===== src/rtl/seq_subtractor.sv =====
// Digit-serial subtractor: computes a - b - bin one STEP-bit digit per clock,
// LSB digit first, and reports difference, borrow-out, zero and signed overflow.
module seq_subtractor #(
   parameter int WIDTH = 16,
   parameter int STEP  = 4
) (
   input  logic             clk,
   input  logic             rst,
   input  logic             start,
   input  logic [WIDTH-1:0] a,
   input  logic [WIDTH-1:0] b,
   input  logic             bin,
   output logic             ready,
   output logic             done,
   output logic [WIDTH-1:0] d,
   output logic             b_out,
   output logic             zero,
   output logic             ovf
);

   localparam int N     = WIDTH / STEP;
   localparam int CNT_W = (N > 1) ? $clog2(N) : 1;
   localparam logic [CNT_W-1:0] LAST = CNT_W'(N - 1);

   typedef enum logic {
      IDLE,
      BUSY
   } state_t;

   state_t           state_q, state_d;
   logic [WIDTH-1:0] a_q, a_d;
   logic [WIDTH-1:0] b_q, b_d;
   logic             a_msb_q, a_msb_d;
   logic             b_msb_q, b_msb_d;
   logic             borrow_q, borrow_d;
   logic [CNT_W-1:0] cnt_q, cnt_d;
   logic [WIDTH-1:0] diff_q, diff_d;
   logic [WIDTH-1:0] d_q, d_d;
   logic             b_out_q, b_out_d;
   logic             zero_q, zero_d;
   logic             ovf_q, ovf_d;
   logic             done_q, done_d;
   logic [STEP:0]    sub;

   always_comb begin
      // NOTE: every signal assigned here gets a default first so no latch is inferred.
      state_d  = state_q;
      a_d      = a_q;
      b_d      = b_q;
      a_msb_d  = a_msb_q;
      b_msb_d  = b_msb_q;
      borrow_d = borrow_q;
      cnt_d    = cnt_q;
      diff_d   = diff_q;
      d_d      = d_q;
      b_out_d  = b_out_q;
      zero_d   = zero_q;
      ovf_d    = ovf_q;
      done_d   = 1'b0;

      // Low digit of the shifting operands; the top bit of sub is the digit borrow.
      sub = {1'b0, a_q[STEP-1:0]} - {1'b0, b_q[STEP-1:0]} - {{STEP{1'b0}}, borrow_q};

      case (state_q)
         IDLE: begin
            if (start) begin
               a_d      = a;
               b_d      = b;
               a_msb_d  = a[WIDTH-1];
               b_msb_d  = b[WIDTH-1];
               borrow_d = bin;
               cnt_d    = '0;
               diff_d   = '0;
               state_d  = BUSY;
            end
         end
         BUSY: begin
            a_d      = a_q >> STEP;
            b_d      = b_q >> STEP;
            borrow_d = sub[STEP];
            // New digit enters at the top; after N digits the LSB digit sits at bit 0.
            diff_d   = (diff_q >> STEP) | (WIDTH'(sub[STEP-1:0]) << (WIDTH - STEP));
            cnt_d    = cnt_q + 1'b1;
            if (cnt_q == LAST) begin
               d_d     = diff_d;
               b_out_d = sub[STEP];
               zero_d  = (diff_d == '0);
               ovf_d   = (a_msb_q != b_msb_q) && (diff_d[WIDTH-1] != a_msb_q);
               done_d  = 1'b1;
               cnt_d   = '0;
               state_d = IDLE;
            end
         end
         default: state_d = IDLE;
      endcase
   end

   // NOTE: sequential state uses non-blocking assignments only; the reset clears
   // every register, including the operand copies, since they are few and cheap.
   always_ff @(posedge clk) begin
      if (rst) begin
         state_q  <= IDLE;
         a_q      <= '0;
         b_q      <= '0;
         a_msb_q  <= 1'b0;
         b_msb_q  <= 1'b0;
         borrow_q <= 1'b0;
         cnt_q    <= '0;
         diff_q   <= '0;
         d_q      <= '0;
         b_out_q  <= 1'b0;
         zero_q   <= 1'b1;
         ovf_q    <= 1'b0;
         done_q   <= 1'b0;
      end else begin
         state_q  <= state_d;
         a_q      <= a_d;
         b_q      <= b_d;
         a_msb_q  <= a_msb_d;
         b_msb_q  <= b_msb_d;
         borrow_q <= borrow_d;
         cnt_q    <= cnt_d;
         diff_q   <= diff_d;
         d_q      <= d_d;
         b_out_q  <= b_out_d;
         zero_q   <= zero_d;
         ovf_q    <= ovf_d;
         done_q   <= done_d;
      end
   end

   assign ready = (state_q == IDLE);
   assign done  = done_q;
   assign d     = d_q;
   assign b_out = b_out_q;
   assign zero  = zero_q;
   assign ovf   = ovf_q;

endmodule


===== config.mk =====
export PLATFORM = sky130hd
export DESIGN_NAME = seq_subtractor
export DESIGN_NICKNAME = d
export VERILOG_FILES = /design/src/rtl/seq_subtractor.sv
export SDC_FILE = /design/constraint.sdc
export NUM_CORES = 1
export LEC_CHECK = 0
export CORE_AREA = 3 3 104 106
export CTS_CLUSTER_DIAMETER = 30
export DETAILED_ROUTE_END_ITERATION = 12
export DIE_AREA = 0 0 107 109
export GPL_ROUTABILITY_DRIVEN = 0
export GPL_TIMING_DRIVEN = 0
export MAX_ROUTING_LAYER = met4
export PLACE_DENSITY = 0.52
export SLEW_MARGIN = 10
export SYNTH_ARGS = -nofsm -noshare
export SYNTH_HDL_FRONTEND = slang
export SYNTH_SLANG_ARGS = --single-unit

===== constraint.sdc =====
create_clock -name clk -period 5.5 [get_ports clk]
set_clock_uncertainty 0.1 [all_clocks]
set_input_delay 0.825 -clock clk [delete_from_list [all_inputs] [get_ports clk]]
set_output_delay 0.825 -clock clk [all_outputs]
set_load 0.01 [all_outputs]

==> results of run 1 <==
## cell families (layout without fill, tap and decap cells)
| logic type | after synthesis | count (layout) | share of synthesized area (%) |
|---|---|---|---|
| AOI/OAI and AO/OA | 64 | 64 | 11.7 |
| xor gates and xnor gates | 3 | 3 | 0.877 |
| adders and majority gates | 9 | 9 | 4.26 |
| buffers and inverters | 36 | 106 | 4.72 |
| DFF | 70 | 70 | 46.8 |
| muxes | 33 | 33 | 11.0 |
| and+or+nand+nor | 141 | 141 | 20.6 |
## layout make-up
class,count,area share (%)
Buffer,26,2.63
Clock buffer,13,4.02
Clock inverter,3,2.28
Inverter,10,0.950
Multi-Input combinational cell,250,36.8
Sequential cell,70,35.5
Tap cell,133,4.21
Timing Repair Buffer,54,13.7
## state kept, by name, summed over array words and instances, names as in the netlist
register and cells:
done 1, a_msb_q 1, b_out 1, a_q 16, d 16, b_msb_q 1, diff_q 12, state_q 1
borrow_q 1, b_q 16, ovf 1, cnt_q 2, zero 1
## cell usage in the layout, fill, tap and decap left out, types with 2 or more instances in the layout
master	count
nand2_1	31
nor3b_1	13
inv_1	10
ha_1	7
buf_1	5
dfxtp_1	70
nor4_1	2
nand2b_1	2
xor2_1	2
clkdlybuf4s50_1	54
nor3_1	3
a211oi_1	2
a21oi_1	54
nor2_1	82
clkbuf_8	11
bufinv_16	3
clkbuf_1	18
fa_1	2
mux2i_1	33
buf_2	5
## power groups by stage
stage	Combinational, mW	Clock, mW	Sequential [mW]
4_1_cts	0.172	0.526	0.543
6_report	0.170	0.516	0.542
2_1_floorplan	0.111	0	0.549
3_5_place_dp	0.171	0	0.554
5_1_grt	0.192	0.551	0.545
3_3_place_gp	0.169	0	0.554
## per-stage QoR
stage	hold slack, ns	setup slack (ns)	instances
after CTS	0.359	2.66	559
after global routing	0.377	2.52	559
final	0.354	2.67	559
after floorplan	0.334	3.20	356
after global placement	0.345	2.84	543
after detailed placement	0.349	2.84	543
## tightest hold or removal path, stage by stage, from the launching register on
cell and delay, ns:
dfxtp_1 0.31, nand2_1 0.05, a21oi_1 0.05
## routing by layer
metal / global-route usage, % / up-vias
met5: - / -
met4: 4.38 / 0
met3: 3.91 / 5
met2: 23.8 / 53
met1: 17.6 / 1168
li1: - / 1321
## path summary, 6_finish.rpt
check	start	to	slack, ns	cells past startpoint
setup / recovery	state_q	ready	2.67	4
hold / removal	d[4]	d[4]	0.35	2
setup reg to reg	b_q[0]	zero	2.81	8
hold reg to reg	d[4]	d[4]	0.35	2
==> results.toml, run 1 <==
[status]
status = "finished clean"

[timing]
drv_slew = 0
fin_crit_sh_pct = 51.5
fin_crit_ns = 2.83
max_clock_freq_ghz = 0.353
finalSetupViolations = 0
worst_slew_pin_slew_ns = 0.690
slew_headroom_pct = 53.5
grt_setup_unrepaired = "no"
finalSetupTns_ns = 0
hold_viol = 0

[routing]
maxUsedRoutingLayer = "met4"
dr_wl_met3_um = 382
num_vias = 2547
drt_iter0_drc = 108
finalWirelength_mm = 7.65
post-route-drc-count = 0
detail-route-antenna-nets = 0
met2WireLength_mm = 3.74
routed_via_density = 4.56
wire_per_inst_um = 13.7
wl_met1_mm = 3.46
dr.pass1.iters = 4

[cts]
cts_tree = "built"
cts-htree-levels = 3
cts_inserted_buffers = 9
cts_sinks = 70
clock_latency_ns = 0.34
cts_resized = 0
holdBufCountCts = 0
cts.path.max_buffers = 2
clk_pin_slew_ns = 0.07
clock-root-buffer = "clkbuf_8"
post-cts-setup-buffer-count = 0

[cells_and_area]
final_cell_area_mm2 = 0.00395
drive_above_1_share_pct = 4.93
multi_input_area_mm2 = 0.00145
num_antenna_cells = 0
ff_latch_area_mm2 = 0.00140
post-route-util_pct = 40.1
nFillCells = 1013
areaGrowthSynthToFinish_pct = 31.9
final_nets = 466

[pwr]
ir_drop_mv = 0.147
p_int_mw = 0.931
p_sw_mw = 0.298
p_per_area_mw_per_mm2 = 311
swShare_pct = 24.2
p_clk_share_pct = 42.0
total_power_mw = 1.23
p_leak_nw = 1.55
pwr-share-comb_pct = 13.9
power_frac_seq_pct = 44.1

[logic_synthesis]
synth_top_area_cell = "dfxtp_1"
synthesis.area_mm2 = 0.00300
syn-num-nets = 401
synth_warnings = 0
synth_common_cells = "82 x nor2_1, 70 x dfxtp_1, 54 x a21oi_1"
synth_seq_area_share_pct = 46.8
synth-edff-count = 0
synth.area.top_cells = "dfxtp_1 47%, mux2i_1 11%, nor2_1 10%"
synth.most_common_cell = "nor2_1"
async_reset_ff_share_pct = 0
avgSynthCellArea_um2 = 8.42
yosysUniqueCellTypes = 34
postSynthCellCount = 356
ys.flop_type = "dfxtp_1"
synth-seq-cells = 70
yosysTopAreaCellShare_pct = 46.8

[global_routing]
grt_pass1_vias = 2571
grt_pass1_wl_mm = 12.8
grt_max_degree = 12
grt_usage_pct = 14.5
antenna_found_initial = 0
grt_overflow = 0

[setup_path]
path_class = "register to output port"
crit_fanout = 10
critPathMaxStageDelay_ns = 0.51
crit_path_end_kind = "output port"
critical-path-top-delay-family = "buffers and inverters"
crit_arrival_ns = 1.90
critPathBufInv = 4
slowest_stage = "clkdlybuf4s50_1"
crit_chain = "buf_2, clkbuf_1, inv_1, clkdlybuf4s50_1"
critPathLaunchType = "register"
crit_required_ns = 4.58

[worst_hold_path]
hp-class = "register to register"

[die]
die_h_um = 109
num_rows = 36
io_pins = 57
die_x_um = 107
core_area_mm2 = 0.00986
start_util_pct = 30.4
die_area_mm2 = 0.0117

[flow_run]
maxCapViolCount = 0

[place]
place_hpwl_mm = 5.59
port_buffers = 54
placed_area_mm2 = 0.00370
Power figures use the tool's default switching activity.
==> inputs of run 2 (changes only) <==
--- a/config.mk
+++ b/config.mk
@@ -12,7 +12,7 @@
 export GPL_ROUTABILITY_DRIVEN = 0
 export GPL_TIMING_DRIVEN = 0
 export MAX_ROUTING_LAYER = met4
-export PLACE_DENSITY = 0.52
+export PLACE_DENSITY = 0.54
 export SLEW_MARGIN = 10
 export SYNTH_ARGS = -nofsm -noshare
 export SYNTH_HDL_FRONTEND = slang
==> constraint.sdc (replaced) <==
create_clock -name clk -period 2.4 [get_ports clk]
set_clock_uncertainty 0.1 [all_clocks]
set_input_delay 0.36 -clock clk [delete_from_list [all_inputs] [get_ports clk]]
set_output_delay 0.36 -clock clk [all_outputs]
set_load 0.01 [all_outputs]
==> run 2 against run 1 <==
Effect of this change: non-clock buffer count unchanged; register-to-register slack got worse by 2.8 ns; critical endpoint is now zero; wire length increased by 1.9%.
==> results.toml, run 2 (same netlist as run 1, synthesis figures left out) <==
[status]
status = "finished clean"

[die]
io_pins = 57
die_area_mm2 = 0.0117
start_util_pct = 30.4
die_h_um = 109
core_area_mm2 = 0.00986
die_x_um = 107
num_rows = 36

[pwr]
p_int_mw = 2.01
swShare_pct = 25.6
total_power_mw = 2.70
power_frac_seq_pct = 46.1
p_clk_share_pct = 38.7
p_per_area_mw_per_mm2 = 684
pwr-share-comb_pct = 15.2
p_leak_nw = 1.53
ir_drop_mv = 0.301
p_sw_mw = 0.690

[timing]
slew_headroom_pct = 63.4
hold_viol = 0
worst_slew_pin_slew_ns = 0.548
drv_slew = 0
fin_crit_ns = 2.38
hold-worst-slack_ns = 0.353
max_clock_freq_ghz = 0.420
grt_setup_unrepaired = "yes"
fin_crit_sh_pct = 99.2
fin_ws_ns = 0.0200
finalSetupViolations = 0

[setup_path]
crit_fanout = 4
crit_required_ns = 2.58
slowest_stage = "fa_1"
crit_path_end_kind = "register"
critPathMaxStageDelay_ns = 0.51
rr_worst_depth = 8
critPathLaunchType = "register"
cp.depth = 8
crit_arrival_ns = 2.56
crit_chain = "inv_2, fa_1, inv_1, ha_2, o21a_1, or3_4, a2111oi_2, a221o_1"
path_class = "register to register"
critical-path-top-delay-family = "compound AO/OA/AOI/OAI gates"
critPathBufInv = 2

[cells_and_area]
final_nets = 466
num_antenna_cells = 0
areaGrowthSynthToFinish_pct = 31.6
stdcell_count = 559
final_cell_mix = "82 x nor2_1, 68 x dfxtp_1, 54 x a21oi_1, 54 x clkdlybuf4s50_1, 33 x mux2i_1"
nFillCells = 1018
layout_commonest_cell = "nor2_1"
drive_above_1_share_pct = 6.81
post-route-util_pct = 40.0

[place]
place_inst = 543
pre_cts_ws_ns = -0.294
place_hpwl_mm = 5.66
port_buffers = 54

[routing]
finalWirelength_mm = 7.79
detail-route-antenna-nets = 0
num_vias = 2589
wire_per_inst_um = 13.9
post-route-drc-count = 0
drt_iter0_drc = 99
dr.pass1.iters = 4
routed_via_density = 4.63

[global_routing]
grt_max_degree = 12
grt_pass1_wl_mm = 12.5
grt_pass1_vias = 2438
antenna_found_initial = 0
grt_overflow = 0
grt_usage_pct = 14.1

[flow_run]
maxCapViolCount = 0

[cts]
clock_latency_ns = 0.34
clk_pin_slew_ns = 0.08
holdBufCountCts = 0
cts_sinks = 70
clock-root-buffer = "clkbuf_8"
cts_inserted_buffers = 9
cts.path.max_buffers = 2
cts-htree-levels = 3
cts_tree = "built"

[worst_hold_path]
hold_depth = 2
hp-class = "register to register"
==> run 2: power by group through the flow <==
| stage | Clock [mW] | Combinational [mW] | Sequential, mW |
|---|---|---|---|
| detailed placement | 0 | 0.396 | 1.27 |
| CTS | 1.06 | 0.412 | 1.24 |
| finish | 1.04 | 0.409 | 1.24 |
| global placement | 0 | 0.390 | 1.27 |
| global route | 1.11 | 0.455 | 1.25 |
| floorplan | 0 | 0.255 | 1.26 |
==> run 2: final cells by class <==
type                            instances  area [µm²]  area share [%]
Buffer                                 25         100            2.54
Clock buffer                           13         149            3.78
Clock inverter                          3        67.6            1.71
Inverter                               10        37.5           0.952
Multi-Input combinational cell        250        1470            37.3
Sequential cell                        70        1400            35.6
Tap cell                              133         166            4.22
Timing Repair Buffer                   55         548            13.9
==> run 2: worst paths after layout <==
kind                from  endpoint  slack, ns
setup / recovery  b_q[0]      zero       0.02
hold / removal      d[7]      d[7]       0.35
setup reg to reg  b_q[0]      zero       0.02
hold reg to reg     d[7]      d[7]       0.35
==> run 2: worst reg2reg max path, delay by kind of cell, from the launching register on <==
family | cells | cell delay [ns]
and+or+nand+nor | 1 | 0.37
buffers and inverters | 2 | 0.10
AOI/OAI and AO/OA | 3 | 0.75
DFF | 1 | 0.34
adders and majority gates | 2 | 0.67
==> run 2: repair_timing <==
| item | CTS | global route |
|---|---|---|
| hold endpoints to repair | 0 | 0 |
| buffers inserted | 1 | 0 |
| setup endpoints to repair | 4 | 4 |
| gates resized for setup | 8 | 1 |
| pin swaps | 5 | 1 |
==> run 2: through the flow <==
| stage | instance area (µm²) | TNS [ns] |
|---|---|---|
| after floorplan | 3000 | 0 |
| after CTS | 3940 | -0.00939 |
| after detailed placement | 3700 | -0.468 |
| final | 3940 | 0 |
| after global routing | 3940 | -0.111 |
| after global placement | 3700 | -0.374 |
==> run 2: metal layers <==
metal | track usage (%) | vias to the layer above | share of wire, %
met3 | 4.09 | 8 | 4.2
li1 | - | 1325 | -
met2 | 22.9 | 56 | 47
met5 | - | - | 0
met1 | 17.7 | 1200 | 48
met4 | 2.47 | 0 | 0.87
